## src/rtl/fpu_if.sv

```systemverilog
// Host register bus for the FPU: byte-wide data, 4-bit address, active-low strobes,
// plus the completion handshake and status lines.
interface fpu_if;
    logic [7:0] databus_in;
    logic [7:0] databus_out;
    logic [3:0] addr;
    logic       cs;
    logic       rd;
    logic       wr;
    logic       end_ack;
    logic       cmd_end;
    logic       busy;

    modport master (
        output databus_in, addr, cs, rd, wr, end_ack,
        input  databus_out, cmd_end, busy
    );

    modport slave (
        input  databus_in, addr, cs, rd, wr, end_ack,
        output databus_out, cmd_end, busy
    );
endinterface

```

## src/rtl/fpu.sv

```systemverilog
// Register-mapped binary32 add/sub/mul unit, one result per START, completion flag
// held until the host acknowledges it.
//
//  state  | meaning
//  IDLE   | waiting for START
//  UNPACK | classify operands, resolve NaN/inf/zero cases, seed multiplier
//  EXEC   | add/sub in one cycle, or one shift-add multiply step per cycle
//  NORM   | one-bit shifts until the hidden bit sits at mant_r[26]
//  ROUND  | nearest-even rounding, carry renormalize, overflow/underflow
//  DONE   | result valid, cmd_end held until end_ack
module fpu (
    input  logic clk,
    input  logic arst,
    fpu_if.slave bus
);
    typedef enum logic [2:0] {IDLE, UNPACK, EXEC, NORM, ROUND, DONE} state_t;
    localparam logic [31:0] QNAN = 32'h7FC0_0000;

    state_t      state;
    logic [31:0] op_a, op_b, result;
    logic [1:0]  opcode;
    logic        wr_prev, busy_r, cmd_end_r;
    logic        sign_r;
    logic [9:0]  exp_r;
    logic [27:0] mant_r;
    logic [47:0] mcand, prod;
    logic [23:0] mplier;
    logic [4:0]  iter_cnt;

    logic wr_act, write_pulse;
    assign wr_act      = ~bus.cs & ~bus.wr;
    assign write_pulse = wr_act & ~wr_prev;

    logic [7:0]  ea, eb;
    logic [23:0] ma, mb;
    logic        zero_a, zero_b, inf_a, inf_b, nan_a, nan_b, sb_eff;
    assign ea     = op_a[30:23];
    assign eb     = op_b[30:23];
    assign zero_a = (ea == 8'd0);
    assign zero_b = (eb == 8'd0);
    assign ma     = zero_a ? 24'd0 : {1'b1, op_a[22:0]};
    assign mb     = zero_b ? 24'd0 : {1'b1, op_b[22:0]};
    assign inf_a  = (ea == 8'hFF) && (op_a[22:0] == 23'd0);
    assign inf_b  = (eb == 8'hFF) && (op_b[22:0] == 23'd0);
    assign nan_a  = (ea == 8'hFF) && (op_a[22:0] != 23'd0);
    assign nan_b  = (eb == 8'hFF) && (op_b[22:0] != 23'd0);
    assign sb_eff = op_b[31] ^ (opcode == 2'd1);

    logic        special;
    logic [31:0] special_res;
    always_comb begin
        special     = 1'b1;
        special_res = 32'h0;
        if (opcode == 2'd3)
            special_res = 32'h0;
        else if (nan_a | nan_b)
            special_res = QNAN;
        else if (opcode == 2'd2) begin
            if ((inf_a & zero_b) | (inf_b & zero_a)) special_res = QNAN;
            else if (inf_a | inf_b)  special_res = {op_a[31] ^ op_b[31], 8'hFF, 23'd0};
            else if (zero_a | zero_b) special_res = {op_a[31] ^ op_b[31], 31'd0};
            else special = 1'b0;
        end else begin
            if (inf_a & inf_b & (op_a[31] != sb_eff)) special_res = QNAN;
            else if (inf_a) special_res = {op_a[31], 8'hFF, 23'd0};
            else if (inf_b) special_res = {sb_eff, 8'hFF, 23'd0};
            else special = 1'b0;
        end
    end

    // Alignment: smaller operand shifted right, lost bits collapse into the sticky LSB.
    logic        a_big, s_big;
    logic [7:0]  e_big, e_small, shift_amt;
    logic [23:0] m_big, m_small;
    logic [26:0] small_ext, aligned;
    logic        sticky;
    logic [27:0] addsub;
    always_comb begin
        a_big     = (op_a[30:0] >= op_b[30:0]);
        e_big     = a_big ? ea : eb;
        e_small   = a_big ? eb : ea;
        m_big     = a_big ? ma : mb;
        m_small   = a_big ? mb : ma;
        s_big     = a_big ? op_a[31] : sb_eff;
        shift_amt = e_big - e_small;
        small_ext = {m_small, 3'b000};
        if (shift_amt >= 8'd27) begin
            aligned = 27'd0;
            sticky  = |small_ext;
        end else begin
            aligned = small_ext >> shift_amt;
            sticky  = |(small_ext & ~(27'h7FF_FFFF << shift_amt));
        end
        if (op_a[31] ^ sb_eff)
            addsub = {1'b0, m_big, 3'b000} - {1'b0, aligned[26:1], aligned[0] | sticky};
        else
            addsub = {1'b0, m_big, 3'b000} + {1'b0, aligned[26:1], aligned[0] | sticky};
    end

    logic [47:0] prod_next;
    assign prod_next = prod + (mplier[0] ? mcand : 48'd0);

    logic        round_up;
    logic [24:0] rnd_sum;
    logic [9:0]  exp_f;
    logic [22:0] frac_f;
    logic [31:0] round_res;
    always_comb begin
        round_up = mant_r[2] & (mant_r[1] | mant_r[0] | mant_r[3]);
        rnd_sum  = {1'b0, mant_r[26:3]} + {24'd0, round_up};
        exp_f    = exp_r + {9'd0, rnd_sum[24]};
        frac_f   = rnd_sum[24] ? rnd_sum[23:1] : rnd_sum[22:0];
        if ($signed(exp_f) >= 10'sd255)
            round_res = {sign_r, 8'hFF, 23'd0};
        else if ($signed(exp_f) <= 10'sd0)
            round_res = {sign_r, 31'd0};
        else
            round_res = {sign_r, exp_f[7:0], frac_f};
    end

    logic [7:0] rdata;
    always_comb begin
        rdata = 8'h00;
        if (!bus.cs && !bus.rd) begin
            case (bus.addr)
                4'd0:  rdata = op_a[7:0];
                4'd1:  rdata = op_a[15:8];
                4'd2:  rdata = op_a[23:16];
                4'd3:  rdata = op_a[31:24];
                4'd4:  rdata = op_b[7:0];
                4'd5:  rdata = op_b[15:8];
                4'd6:  rdata = op_b[23:16];
                4'd7:  rdata = op_b[31:24];
                4'd8:  rdata = {6'd0, opcode};
                4'd9:  rdata = result[7:0];
                4'd10: rdata = result[15:8];
                4'd11: rdata = result[23:16];
                4'd12: rdata = result[31:24];
                4'd13: rdata = {6'd0, cmd_end_r, busy_r};
                default: rdata = 8'h00;
            endcase
        end
    end
    assign bus.databus_out = rdata;
    assign bus.busy        = busy_r;
    assign bus.cmd_end     = cmd_end_r;

    always_ff @(posedge clk) begin
        if (arst) begin
            state     <= IDLE;
            op_a      <= 32'd0;
            op_b      <= 32'd0;
            opcode    <= 2'd0;
            result    <= 32'd0;
            wr_prev   <= 1'b0;
            busy_r    <= 1'b0;
            cmd_end_r <= 1'b0;
            sign_r    <= 1'b0;
            exp_r     <= 10'd0;
            mant_r    <= 28'd0;
            mcand     <= 48'd0;
            prod      <= 48'd0;
            mplier    <= 24'd0;
            iter_cnt  <= 5'd0;
        end else begin
            wr_prev <= wr_act;
            if (write_pulse && !busy_r) begin
                case (bus.addr)
                    4'd0: op_a[7:0]   <= bus.databus_in;
                    4'd1: op_a[15:8]  <= bus.databus_in;
                    4'd2: op_a[23:16] <= bus.databus_in;
                    4'd3: op_a[31:24] <= bus.databus_in;
                    4'd4: op_b[7:0]   <= bus.databus_in;
                    4'd5: op_b[15:8]  <= bus.databus_in;
                    4'd6: op_b[23:16] <= bus.databus_in;
                    4'd7: op_b[31:24] <= bus.databus_in;
                    4'd8: opcode      <= bus.databus_in[1:0];
                    default: ;
                endcase
            end
            case (state)
                IDLE: begin
                    if (write_pulse && bus.addr == 4'd9) begin
                        state  <= UNPACK;
                        busy_r <= 1'b1;
                    end
                end
                UNPACK: begin
                    if (special) begin
                        result    <= special_res;
                        busy_r    <= 1'b0;
                        cmd_end_r <= 1'b1;
                        state     <= DONE;
                    end else begin
                        if (opcode == 2'd2) begin
                            mcand    <= {24'd0, ma};
                            mplier   <= mb;
                            prod     <= 48'd0;
                            iter_cnt <= 5'd24;
                            sign_r   <= op_a[31] ^ op_b[31];
                            exp_r    <= {2'b00, ea} + {2'b00, eb} - 10'd127;
                        end
                        state <= EXEC;
                    end
                end
                EXEC: begin
                    if (opcode == 2'd2) begin
                        prod     <= prod_next;
                        mcand    <= mcand << 1;
                        mplier   <= mplier >> 1;
                        iter_cnt <= iter_cnt - 5'd1;
                        if (iter_cnt == 5'd1) begin
                            mant_r <= {prod_next[47:21], |prod_next[20:0]};
                            state  <= NORM;
                        end
                    end else begin
                        mant_r <= addsub;
                        exp_r  <= {2'b00, e_big};
                        sign_r <= s_big;
                        state  <= NORM;
                    end
                end
                NORM: begin
                    if (mant_r == 28'd0) begin
                        result    <= 32'd0;
                        busy_r    <= 1'b0;
                        cmd_end_r <= 1'b1;
                        state     <= DONE;
                    end else if (mant_r[27]) begin
                        mant_r <= {1'b0, mant_r[27:2], mant_r[1] | mant_r[0]};
                        exp_r  <= exp_r + 10'd1;
                    end else if (!mant_r[26]) begin
                        mant_r <= mant_r << 1;
                        exp_r  <= exp_r - 10'd1;
                    end else begin
                        state <= ROUND;
                    end
                end
                ROUND: begin
                    result    <= round_res;
                    busy_r    <= 1'b0;
                    cmd_end_r <= 1'b1;
                    state     <= DONE;
                end
                DONE: begin
                    if (bus.end_ack) begin
                        cmd_end_r <= 1'b0;
                        state     <= IDLE;
                    end
                end
                default: state <= IDLE;
            endcase
        end
    end
endmodule

```

## src/flat_wrapper.sv

```systemverilog
// flat-port wrapper written by rule: the top's interface ports become plain ports
module fpu_flat 
  (clk, arst, bus_databus_in, bus_addr, bus_cs, bus_rd, bus_wr, bus_end_ack, bus_databus_out, bus_cmd_end, bus_busy);
  fpu_if bus_i ();
  input  logic clk;
  input  logic arst;
  input wire logic [$bits(bus_i.databus_in)-1:0] bus_databus_in;
  input wire logic [$bits(bus_i.addr)-1:0] bus_addr;
  input wire logic [$bits(bus_i.cs)-1:0] bus_cs;
  input wire logic [$bits(bus_i.rd)-1:0] bus_rd;
  input wire logic [$bits(bus_i.wr)-1:0] bus_wr;
  input wire logic [$bits(bus_i.end_ack)-1:0] bus_end_ack;
  output wire logic [$bits(bus_i.databus_out)-1:0] bus_databus_out;
  output wire logic [$bits(bus_i.cmd_end)-1:0] bus_cmd_end;
  output wire logic [$bits(bus_i.busy)-1:0] bus_busy;
  assign bus_i.databus_in = bus_databus_in;
  assign bus_i.addr = bus_addr;
  assign bus_i.cs = bus_cs;
  assign bus_i.rd = bus_rd;
  assign bus_i.wr = bus_wr;
  assign bus_i.end_ack = bus_end_ack;
  assign bus_databus_out = bus_i.databus_out;
  assign bus_cmd_end = bus_i.cmd_end;
  assign bus_busy = bus_i.busy;
  fpu u_core (.clk(clk), .arst(arst), .bus(bus_i));
endmodule
```

## config.mk

```make
export PLATFORM = sky130hd
export DESIGN_NAME = fpu_flat
export DESIGN_NICKNAME = d
export VERILOG_FILES = /design/src/rtl/fpu_if.sv /design/src/rtl/fpu.sv /design/src/flat_wrapper.sv
export SDC_FILE = /design/constraint.sdc
export NUM_CORES = 1
export LEC_CHECK = 0
export CAP_MARGIN = 15
export CORE_UTILIZATION = 33
export DETAILED_ROUTE_END_ITERATION = 8
export GPL_TIMING_DRIVEN = 1
export PLACE_DENSITY = 0.54
export SLEW_MARGIN = 5
export SYNTH_ARGS = -nofsm -noshare
export SYNTH_HDL_FRONTEND = slang
export SYNTH_SLANG_ARGS = --single-unit
```

## constraint.sdc

```tcl
create_clock -name clk -period 7.9 [get_ports clk]
set_input_delay 1.58 -clock clk [delete_from_list [all_inputs] [get_ports clk]]
set_output_delay 1.58 -clock clk [all_outputs]
set_load 0.1 [all_outputs]
```

* Word level (Yosys, flattened, before mapping)
Cells that the tools add are included.
Word-level totals: register bits 268, output and inout port bits 10
Operators by class: add/subtract/negate cells 11, $lt $le $gt $ge 4, equal/unequal tests 38, shift operators 2, multiplexer cells 87, bitwise gates (word level) 22, reductions and logical operators 46
Operators by type and width (number):
- $mux W32 | 11
- $mux W48 | 7
- $pmux W48 S2 | 2
- $mux W24 | 7
- $mux W28 | 5
- $pmux W8 S14 | 1
- $pmux W32 S3 | 1
- $mux W31 | 2
- $mux W10 | 6
- $pmux W28 S2 | 1
- $mux W27 | 2
- $add A48 B48 Y48 | 1
- $pmux W24 S2 | 1
- $logic_not A23 Y1 | 2
- $reduce_bool A23 Y1 | 2
- $ge A31 B31 Y1 | 1
- $pmux W10 S3 | 1
- $add A27 B27 Y28 | 1
- $logic_not A28 Y1 | 1
- $sub A27 B27 Y28 | 1
- $and A27 B27 Y27 | 1
- $not A27 Y27 | 1
- $reduce_or A27 Y1 | 1
- $shl A27 B8 Y27 const A | 1
- 57 further kinds | 150

* Longest topological paths before layout
word-level depth 13, mapped depth 50, mapped depth without buffers 42

* Least setup slack after synthesis
OpenSTA, ideal clock, no wires.
path kind register to register, from register u_core.op_b[24], to register u_core.mant_r[27], setup time 101 ps, data arrival time 8281 ps, path slack -482 ps, stages on the path, launching flop included 48, path buffers 9, clock period less this slack 8382 ps, cells stage by stage dfxtp_1 > clkbuf_1 > inv_1 > ha_1 > a21o_1 > a221oi_2 > a2bb2oi_1 > nand2_1 > buf_4 > nor2_8 > buf_4 > buf_4 > clkbuf_1 > buf_2 > a21oi_1 > ha_1 > clkbuf_1 > clkbuf_1 > [12 not listed] > fa_1 > o21bai_1 > a21oi_1 > o21bai_1 > a21oi_1 > o21bai_1 > a21oi_1 > nor2_1 > o21ba_2 > o41ai_1 > o211ai_1 > and3b_1 > nor2_1 > a211oi_1 > nor2_1 > a2111oi_0 > a211oi_1 > o41ai_1
Between the ends: word-level cells in the longest chain between the ends 13
Ends and longest elaborated chain:
- start, declared | RTL line fpu.sv:20 | logic [31:0] op_a, op_b, result;
- start signal, assigned | RTL line fpu.sv:176 | 4'd7: op_b[31:24] <= bus.databus_in;
- $ge A31 B31 Y1 | RTL line fpu.sv:79 | a_big = (op_a[30:0] >= op_b[30:0]);
- $mux W8 (on tied branches) | RTL line fpu.sv:80, fpu.sv:81
- $sub A8 B8 Y8 | RTL line fpu.sv:85 | shift_amt = e_big - e_small;
- $shl A27 B8 Y27 | RTL line fpu.sv:92 | sticky = |(small_ext & ~(27'h7FF_FFFF << shift_amt));
- $not A27 Y27 | RTL line fpu.sv:92
- $and A27 B27 Y27 | RTL line fpu.sv:92
- $reduce_or A27 Y1 | RTL line fpu.sv:92
- $mux W1 | RTL line fpu.sv:87 | if (shift_amt >= 8'd27) begin
- $or A1 B1 Y1 | RTL line fpu.sv:95, fpu.sv:97
- $add A27 B27 Y28 or $sub A27 B27 Y28 (tied branches) | RTL line fpu.sv:97, fpu.sv:95
- $mux W28 * | RTL line fpu.sv:94 | if (op_a[31] ^ sb_eff)
- $mux W28 * | RTL line fpu.sv:207 | if (opcode == 2'd2) begin
- $pmux W28 S2 * | RTL line fpu.sv:181 | case (state)
- end signal, assigned | RTL line fpu.sv:213 | mant_r <= {prod_next[47:21], |prod_next[20:0]};
- end signal, assigned | RTL line fpu.sv:217 | mant_r <= addsub;
- end signal, assigned | RTL line fpu.sv:230 | mant_r <= {1'b0, mant_r[27:2], mant_r[1] | mant_r[0]};
- end, declared | RTL line fpu.sv:25 | logic [27:0] mant_r;
Mark *: on every way between the ends. The rest lies on a longest branch, timed or not. A chain may end at the register's enable or synchronous reset.

* Worst setup path after layout
from register u_core.op_b[5], to register u_core.mant_r[17]
Same word-level chain as after synthesis.

==> flow_summary.yaml <==
clock_network:
  clkTransAtPathRegs_ps: 60
  cts_made_buffers: 37
  cts_max_path_buffers: 3
  htree_num_levels: 2
  clock-sinks: 268
  hold_buffers: 0
  ctsRootBufferMaster: "clkbuf_16"
  cts_tree: "yes"
  worst_skew_pair.late_latency_ps: 570
detailed_routing:
  wl_met2_um: 38400
  wl_per_cell_um: 21.2
  first_pass_iters: 9
  vias: 24000
  drcViolationCount: 0
  wl_met3_um: 6920
  vias_per_cell: 5.78
  wl_met1_um: 39300
  ant_nets: 0
  drt_iter0_markers: 2490
  wl_um: 88000
  highest_layer: "met4"
power_and_ir_drop:
  p_int_w: 0.00304
  clockPowerShare_pct: 37.6
  swShare_pct: 36.8
  comb_power_share_pct: 30.4
  sequentialPowerShare_pct: 32.0
  p_switching_w: 0.00177
  powerDensity_nw_per_um2: 183
  vdd_drop_max_mv: 0.121
  p_leak_nw: 10.7
  finalPower_w: 0.00482
sta:
  relSlewSlack_pct: 18.7
  fin_skew_ps: 20.4
  fin_crit_sh_pct: 93.0
  maxSlewViolCount: 0
  post-route-min-period_ps: 7350
  tightestPinTransition_ps: 1220
  hold_violations: 0
  finalSetupViolations: 0
  fmax_mhz: 136
logic_synthesis:
  synthDistinctLibCells: 90
  syn_nets: 3389
  synth_edf_count: 0
  synth.top_cell.area_share_pct: 23.0
  synthArstFlopShare_pct: 0
  synthCells: 3217
  synth_seq_cells: 268
  syn_area_um2: 23300
  ys_seq_area_share_pct: 23.0
  yosys.area.top_type: "dfxtp_1"
  netlist_top_cells_area: "dfxtp_1 (23%), ha_1 (8.0%), nor2_1 (6.7%), a21oi_1 (6.4%), mux2i_1 (6.4%)"
  synthFlopType: "dfxtp_1"
  synth_most_common_cell: "nor2_1"
  synth.avg_cell_area_um2: 7.25
  yosys-top-cells-count: "nor2_1 (417), nand2_1 (328), a21oi_1 (299)"
  yosys_warnings: 0
final_layout:
  final-seq-area_um2: 5370
  final_area_um2: 26400
  fillers: 7486
  final_nets: 3356
  final_util_pct: 37.7
  antennaDiodeCount: 0
  multi_input_area_um2: 16700
  syn2layout_area_growth_pct: 13.1
  drive_above_1_share_pct: 9.78
  stdcell_count: 4151
floorplanning:
  num_io_pins: 28
  core_um2: 70000
  start_util_pct: 33.3
  die_h_um: 268
  row_count: 97
  die_x_um: 268
  die_area_um2: 71700
worst_setup_path:
  path_class: "reg -> reg"
  critPathBufInv: 5
  worstSetupStartpointType: "flip-flop"
  endpoint_kind: "flip-flop"
  max_stage_delay_ps: 540
  slowest_stage: "mux4_2"
  crit_path_max_fanout: 24
  crit_required_ps: 8390
  critical-path-top-delay-family: "compound AO/OA/AOI/OAI gates"
  worstPathArrival_ps: 7830
placed_design:
  placed_cells: 4082
  io_buffers: 27
  dp_hpwl_um: 65100
  dpl_cell_area_um2: 24900
  gp_congestion: 1.03
global_routing:
  gr-total-overflow: 0
  grt.total_usage_pct: 24.2
  grt_max_degree: 94
  grt_pass1_vias: 22500
  grt_pass1_wl_um: 135000
  antenna_found_initial: 1
worst_hold_path:
  hp-class: "reg -> reg"
run_status:
  status: "complete, no violations"
job:
  cap_violations: 0
cell type report:
type / count / area share [%]
multi-input combinational: 2595 / 63.4
sequential: 268 / 20.4
timing repair buffer: 180 / 5.41
tap: 940 / 4.46
clock buffer: 49 / 4.07
inverter: 102 / 1.45
clock inverter: 17 / 0.854
power groups by stage:
stage / registers (W) / clock network, W / logic [W]
after floorplan: 0.00151 / 0 / 0.00107
after global placement: 0.00156 / 0 / 0.00143
after detailed placement: 0.00156 / 0 / 0.00143
after CTS: 0.00154 / 0.00185 / 0.00143
after global routing: 0.00155 / 0.00190 / 0.00158
final: 0.00154 / 0.00181 / 0.00146
sequential cells by signal, summed over array words and instances, names as in the netlist:
| register | flops |
|---|---|
| u_core.bus.busy | 1 |
| u_core.state | 3 |
| u_core.result | 32 |
| u_core.mplier | 24 |
| u_core.op_b | 32 |
| u_core.iter_cnt | 5 |
| u_core.wr_prev | 1 |
| u_core.mcand | 48 |
| u_core.op_a | 32 |
| u_core.bus.cmd_end | 1 |
| u_core.opcode | 2 |
| u_core.sign_r | 1 |
| u_core.prod | 48 |
| u_core.exp_r | 10 |
| u_core.mant_r | 28 |
per-stage QoR:
| step | setup slack [ps] | hold slack (ps) | TNS [ps] |
|---|---|---|---|
| floorplan | -17.8 | 432 | -17.8 |
| CTS | 117 | 455 | 0 |
| global placement | 272 | 442 | 0 |
| global route | -18.0 | 467 | -18.0 |
| detailed placement | 191 | 448 | 0 |
| finish | 554 | 450 | 0 |
worst paths after layout:
kind / startpoint / cells after the start / endpoint / slack, ps
worst max-delay path: u_core.op_b[5] / 38 / u_core.mant_r[17] / 550
worst min-delay path: u_core.mcand[47] / 2 / u_core.mcand[47] / 450
worst max register to register: u_core.op_b[5] / 38 / u_core.mant_r[17] / 550
worst min register to register: u_core.mcand[47] / 2 / u_core.mcand[47] / 450
worst min-delay path, cell delays in order (launching register included):
cell,delay (ps)
dfxtp_1,310
nand2_1,50
a21oi_1,50
logic make-up after synthesis:
| group | Yosys count | share of synthesized area (%) |
|---|---|---|
| simple gates | 1250 | 24.6 |
| compound gates | 887 | 24.8 |
| buf+inv | 354 | 6.04 |
| flops | 268 | 23.0 |
| mux | 175 | 8.23 |
| fa+ha+maj | 154 | 8.39 |
| xor+xnor | 129 | 4.85 |
placed cells by master (no fill, tap or decap), types with 23 or more instances in the layout:
master     count
a21o_1        41
nand2b_1      25
a211oi_1      71
buf_4        157
dfxtp_1      267
ha_1         147
clkbuf_16     39
mux2i_1      148
nand4_1       29
xnor2_1       87
nor2_1       414
and2_1        67
nor4_1        28
o21bai_1      23
o211ai_1      28
inv_1        101
o21ai_0      139
xor2_1        39
nor2b_1       31
a22oi_1       55
nor3_1        77
a21oi_1      299
a31oi_1       30
nand2_1      325
nand3_1      167
per-layer routing:
| metal | track usage [%] | up-vias |
|---|---|---|
| met5 | 0 | - |
| met4 | 8.66 | 0 |
| met3 | 4.24 | 199 |
| met2 | 38.5 | 939 |
| met1 | 32.7 | 11300 |
| li1 | - | 11500 |
repair_timing:
item                       in CTS  in global routing
gates resized for setup         0                 24
setup buffers                   0                  3
setup endpoints to repair       0                 14
(Power assumes the default switching activity.)
